### src/rtl/i2c_pkg.sv
// rtl/i2c_pkg.sv - shared states and bus constants for the I2C register target
package i2c_pkg;

    typedef enum logic [3:0] {
        ST_IDLE,
        ST_ADDR,
        ST_ACK_ADDR,
        ST_PTR,
        ST_ACK_PTR,
        ST_RX,
        ST_ACK_RX,
        ST_TX,
        ST_MACK,
        ST_WAIT
    } state_t;

    localparam logic I2C_ACK  = 1'b0;
    localparam logic I2C_NACK = 1'b1;
    localparam logic RW_WRITE = 1'b0;
    localparam logic RW_READ  = 1'b1;

endpackage

### src/rtl/i2c_sync_edge.sv
// rtl/i2c_sync_edge.sv - 2-FF pin synchroniser with rise/fall pulses
module i2c_sync_edge (
    input  logic clk,
    input  logic rst_n,
    input  logic din,
    output logic level,
    output logic rise,
    output logic fall
);

    logic s1, s2, s3;

    // Preset high to match the idle bus so reset release creates no edges
    always_ff @(posedge clk or negedge rst_n) begin
        if (!rst_n) begin
            s1 <= 1'b1;
            s2 <= 1'b1;
            s3 <= 1'b1;
        end else begin
            s1 <= din;
            s2 <= s1;
            s3 <= s2;
        end
    end

    assign level = s2;
    assign rise  = s2 & ~s3;
    assign fall  = ~s2 & s3;

endmodule

### src/rtl/i2c_slave_regs.sv
// rtl/i2c_slave_regs.sv - I2C target with pointer-addressed byte register file
module i2c_slave_regs
    import i2c_pkg::*;
#(
    parameter logic [6:0] ADDR  = 7'h01,
    parameter int         DEPTH = 16,
    localparam int        AW    = $clog2(DEPTH)
) (
    input  logic          clk,
    input  logic          rst_n,
    input  logic          scl_in,
    input  logic          sda_in,
    output logic          sda_oe,
    input  logic          host_we,
    input  logic [AW-1:0] host_addr,
    input  logic [7:0]    host_wdata,
    output logic [7:0]    host_rdata,
    output logic          wr_pulse,
    output logic [AW-1:0] wr_index,
    output logic          busy
);

    logic scl_lvl, scl_rise, scl_fall;
    logic sda_lvl, sda_rise, sda_fall;

    i2c_sync_edge u_scl (
        .clk   (clk),
        .rst_n (rst_n),
        .din   (scl_in),
        .level (scl_lvl),
        .rise  (scl_rise),
        .fall  (scl_fall)
    );

    i2c_sync_edge u_sda (
        .clk   (clk),
        .rst_n (rst_n),
        .din   (sda_in),
        .level (sda_lvl),
        .rise  (sda_rise),
        .fall  (sda_fall)
    );

    logic start, stop;
    assign start = sda_fall & scl_lvl;
    assign stop  = sda_rise & scl_lvl;

    state_t        state, state_n;
    logic [3:0]    cnt, cnt_n;
    logic [7:0]    sr, sr_n;
    logic [AW-1:0] ptr, ptr_n;
    logic          oe_n, busy_n;
    logic          commit, load_tx;
    logic [7:0]    rd_byte;
    logic [7:0]    regs [DEPTH];

    always_comb begin
        state_n = state;
        cnt_n   = cnt;
        sr_n    = sr;
        ptr_n   = ptr;
        oe_n    = sda_oe;
        busy_n  = busy;
        commit  = 1'b0;
        load_tx = 1'b0;
        rd_byte = regs[ptr];

        if (stop) begin
            state_n = ST_IDLE;
            oe_n    = 1'b0;
            busy_n  = 1'b0;
        end else if (start) begin
            state_n = ST_ADDR;
            cnt_n   = 4'd0;
        end else if (scl_rise) begin
            case (state)
                ST_ADDR, ST_PTR, ST_RX: begin
                    sr_n  = {sr[6:0], sda_lvl};
                    cnt_n = cnt + 4'd1;
                    if (state == ST_RX && cnt == 4'd7) commit = 1'b1;
                end
                ST_TX:   cnt_n = cnt + 4'd1;
                // cnt==1 marks a master ACK so the following fall reloads
                ST_MACK: begin
                    if (sda_lvl == I2C_NACK) state_n = ST_WAIT;
                    else                     cnt_n   = 4'd1;
                end
                default: ;
            endcase
        end else if (scl_fall) begin
            case (state)
                ST_ADDR: begin
                    if (cnt == 4'd8) begin
                        if (sr[7:1] == ADDR) begin
                            state_n = ST_ACK_ADDR;
                            oe_n    = ~I2C_ACK;
                            busy_n  = 1'b1;
                        end else begin
                            state_n = ST_IDLE;
                            busy_n  = 1'b0;
                        end
                    end
                end
                ST_PTR: begin
                    if (cnt == 4'd8) begin
                        ptr_n   = sr[AW-1:0];
                        state_n = ST_ACK_PTR;
                        oe_n    = ~I2C_ACK;
                    end
                end
                ST_RX: begin
                    if (cnt == 4'd8) begin
                        state_n = ST_ACK_RX;
                        oe_n    = ~I2C_ACK;
                    end
                end
                ST_ACK_ADDR: begin
                    if (sr[0] == RW_WRITE) begin
                        state_n = ST_PTR;
                        cnt_n   = 4'd0;
                        oe_n    = 1'b0;
                    end else begin
                        load_tx = 1'b1;
                    end
                end
                ST_ACK_PTR, ST_ACK_RX: begin
                    state_n = ST_RX;
                    cnt_n   = 4'd0;
                    oe_n    = 1'b0;
                end
                ST_TX: begin
                    if (cnt == 4'd8) begin
                        state_n = ST_MACK;
                        cnt_n   = 4'd0;
                        oe_n    = 1'b0;
                    end else begin
                        sr_n = {sr[6:0], 1'b0};
                        oe_n = ~sr[6];
                    end
                end
                ST_MACK: if (cnt == 4'd1) load_tx = 1'b1;
                default: ;
            endcase
        end

        // Bit 7 goes out on the same fall that loads the byte
        if (load_tx) begin
            sr_n    = rd_byte;
            ptr_n   = ptr + 1'b1;
            oe_n    = ~rd_byte[7];
            cnt_n   = 4'd0;
            state_n = ST_TX;
        end
        if (commit) ptr_n = ptr + 1'b1;
    end

    always_ff @(posedge clk or negedge rst_n) begin
        if (!rst_n) begin
            state  <= ST_IDLE;
            cnt    <= 4'd0;
            sr     <= 8'd0;
            ptr    <= '0;
            sda_oe <= 1'b0;
            busy   <= 1'b0;
        end else begin
            state  <= state_n;
            cnt    <= cnt_n;
            sr     <= sr_n;
            ptr    <= ptr_n;
            sda_oe <= oe_n;
            busy   <= busy_n;
        end
    end

    // An I2C commit to the same index beats a concurrent host write
    always_ff @(posedge clk or negedge rst_n) begin
        if (!rst_n) begin
            for (int i = 0; i < DEPTH; i++) regs[i] <= 8'd0;
            wr_pulse   <= 1'b0;
            wr_index   <= '0;
            host_rdata <= 8'd0;
        end else begin
            wr_pulse   <= commit;
            host_rdata <= regs[host_addr];
            if (host_we && !(commit && host_addr == ptr)) regs[host_addr] <= host_wdata;
            if (commit) begin
                regs[ptr] <= sr_n;
                wr_index  <= ptr;
            end
        end
    end

endmodule
### config.mk
export PLATFORM = sky130hd
export DESIGN_NAME = i2c_slave_regs
export DESIGN_NICKNAME = d
export VERILOG_FILES = /design/src/rtl/i2c_pkg.sv /design/src/rtl/i2c_sync_edge.sv /design/src/rtl/i2c_slave_regs.sv
export SDC_FILE = /design/constraint.sdc
export NUM_CORES = 1
export LEC_CHECK = 0
export CAP_MARGIN = 20
export CORE_ASPECT_RATIO = 0.6
export CORE_MARGIN = 5
export CORE_UTILIZATION = 50
export CTS_BUF_LIST = sky130_fd_sc_hd__clkbuf_8
export CTS_CLUSTER_SIZE = 28
export DETAILED_ROUTE_END_ITERATION = 10
export HOLD_SLACK_MARGIN = 0.08
export PLACE_DENSITY = 0.67
export SYNTH_ARGS = -nofsm -noshare
export SYNTH_HDL_FRONTEND = slang
export SYNTH_HIERARCHICAL = 1
export SYNTH_SLANG_ARGS = --single-unit
export TNS_END_PERCENT = 5
### constraint.sdc
create_clock -name clk -period 5.83 [get_ports clk]
set_input_delay 0.8745 -clock clk [delete_from_list [all_inputs] [get_ports clk]]
set_output_delay 0.8745 -clock clk [all_outputs]
set_load 0.01 [all_outputs]
==> metrics.csv <==
metric,value,unit
final period demand of the worst path,3788,ps
placed cell count,1096,
Die Area,0.02463,sq mm
worst skew pair latency,480,ps
RePlAce Congestion,0.9511,
root buffer cell,clkbuf_8,
top post-synthesis cells by area,"dfrtp_1, mux2i_1, mux4_2, a2111oi_4, nand2_1",
Critical Path RT,6140,ps
hold path depth,0,
H-Tree Depth,4,
Fmax,264.0,MHz
Syn Nets,857,
Post-Syn Area per Cell,12.90,sq um
Worst R2R End,regs[26]$_DFF_PN0_,
most instantiated cells after synthesis,"mux2i_1, dfrtp_1, mux4_2",
largest family of logic cells by synthesized area,multiplexers,
first-pass GRT wire length,48890,microns
drc violations,0,
fillers,1684,
fraction of layout cells with a size suffix above 1,18.92,%
initial antenna violation count,0,
port bufs,31,
Critical Path End Type,flip-flop,
# rows,41,
largest net degree at the start of global routing,63,
Post-Synthesis Cells,833,
via count,7655,
Layout Cells excl Fill,1130,
Synth Area in Adders,0.8148,%
fin crit share,64.97,%
setup_tns,0,ps
drt first-iter violations,865,
HPWL Detailed,21660,microns
CTS tree,yes,
total power draw,4.135,mW
cts hold-fix bufs,0,
Main synth FF type,dfrtp_1,
dpl cell area,0.01121,sq mm
hold_ws,359.7,ps
"Worst Path Class, Setup",in -> reg,
Post-Synthesis Cell Area,0.01075,sq mm
clock buffer depth,2,
DR vias/cell,6.774,
Ys Warns,6,
Max Slew Vio Count,0,
Leak,5.433,nW
max_cap viols,0,
post-synthesis sequential area ratio,39.41,%
area of the multi-input gates,0.006180,sq mm
compound-gate portion of the synthesized area,7.217,%
final net count,862,
Core ar.,0.02108,sq mm
Post-synth EDFFs,0,
antenna-violating nets left,0,
CP Data Arrival Time,4100,ps
startpoint types,input pin,
worst hold endpoint,u_sda/level$_DFF_PN1_,
Wirelength per Cell,28.77,microns
Cell Pwr Density,355.1,mW/mm^2
RSZ-0062 raised after global routing,false,
FF-to-FF setup slack,2460,ps
"critical path fanouts, max",13,
Routed WL,32510,microns
CTS resizes,0,
mux cell area share after synthesis,41.94,%
simple-gate share of the synthesized area,7.194,%
Die H,123.6,microns
"Area growth, synth to finish",8.346,%
fin area,0.01165,sq mm
HP Class,reg -> reg,
Clock Skews,15.10,ps
Synth cell types,65,
CTS Sinks,169,
maximum VDD drop,0.0001695,V
"CTS clk-pin slew, worst paths",80,ps
share of the synthesized area in the top cell type,37.95,%
total grt overflow,0,
Setup Buffers After CTS,0,
async set-reset flop share out of synthesis,100.0,%
I/O Pins,32,
"count leader, synth",mux2i_1,
final setup fails,0,
initial cell density of the core,50.98,%
CTS Buf Count,17,
r2r startpoint,u_scl/level$_DFF_PN1_,
cell taking the most area after synthesis,dfrtp_1,
worst hold start,u_sda/s1$_DFF_PN1_,
XOR/XNOR Fraction of Synth Area,0.3259,%
Die X,199.3,microns
Slew @ Worst Pin,1101,ps
Worst Reg-to-Reg Cells,7,
drt first pass iters,6,
n_diodes,0,
Slew Limit Headroom,26.62,%
final hold viol count,0,
vias in the first global route,7692,
status,"complete, no violations",
Total GRT Usage,27.30,%
FF+latch area,0.004238,sq mm
synthesized flop and latch total,169,
## how the worst max path moves through the flow
stage,start,endpoint
finish,host_addr[2],regs[26]$_DFF_PN0_
global route,host_addr[2],regs[106]$_DFF_PN0_
CTS,host_addr[2],regs[26]$_DFF_PN0_
detailed placement,host_addr[2],regs[53]$_DFF_PN0_
global placement,host_addr[2],regs[52]$_DFF_PN0_
floorplan,host_addr[1],regs[0]$_DFF_PN0_
## worst max-delay path: stages
cell	delay, ps
clkdlybuf4s50_1	970
xnor2_1	460
nand4_1	460
o21ai_2	900
mux2i_1	300
mux2i_1	120
## per-layer routing
layer | wire length (microns) | global-route usage (%)
met5 | 0 | 0
met1 | 14350 | 40.40
met4 | 1010 | 10.80
met2 | 13780 | 37.77
met3 | 3363 | 8.137
## sequential cells by signal, indices dropped and copies added, names as in the netlist
register     cells
ptr              4
sr               8
u_scl/level      1
u_scl/s3         1
u_scl/s1         1
state            4
regs           128
host_rdata       8
u_sda/level      1
u_sda/s3         1
sda_oe           1
wr_pulse         1
busy             1
cnt              4
u_sda/s1         1
wr_index         4
## cell usage in the layout, fill, tap and decap left out, types with 6 or more instances in the layout
cell / netlist / final
mux2i_1: 267 / 267
dfrtp_1: 163 / 162
mux4_2: 80 / 80
nand2_1: 49 / 49
clkdlybuf4s50_1: 0 / 28
nor2_1: 22 / 22
clkbuf_8: 0 / 22
inv_1: 13 / 18
o21ai_0: 17 / 17
nor3_1: 14 / 14
buf_4: 3 / 11
a21oi_1: 10 / 10
nand3_1: 9 / 9
o21ai_2: 8 / 8
a2111oi_4: 8 / 8
ha_1: 7 / 7
nand4_1: 6 / 6
nor2b_1: 6 / 6
a21boi_0: 6 / 6
and4_1: 6 / 6
o2111a_1: 6 / 6
dfstp_2: 6 / 6
## power breakdown
part / total, mW / leakage, nW / internal (mW) / switching, mW
Sequential: 1.76 / 1.92 / 1.45 / 0.308
Combinational: 1.51 / 3.29 / 0.744 / 0.765
Clock: 0.872 / 0.218 / 0.432 / 0.439
## through the flow
step | utilization (%) | setup slack (ps)
6_report | 55.24 | 2042
5_1_grt | 55.24 | 1802
4_1_cts | 55.09 | 2111
3_5_place_dp | 53.17 | 1621
3_3_place_gp | 53.17 | 1707
2_1_floorplan | - | 3226
## cell type report
| class | count | share of cell area, % |
|---|---|---|
| multi-input combinational | 591 | 53.06 |
| sequential | 169 | 36.39 |
| timing repair buffer | 44 | 3.567 |
| tap | 279 | 2.997 |
| clock buffer | 22 | 2.600 |
| clock inverter | 10 | 0.8810 |
| inverter | 15 | 0.5049 |
## cells by family after synthesis
kind of cell,count (synthesis)
mux,350
buf+inv,73
simple gates,146
fa+ha+maj,7
flops,169
xor+xnor,4
compound gates,84
(Power assumes the default switching activity.)
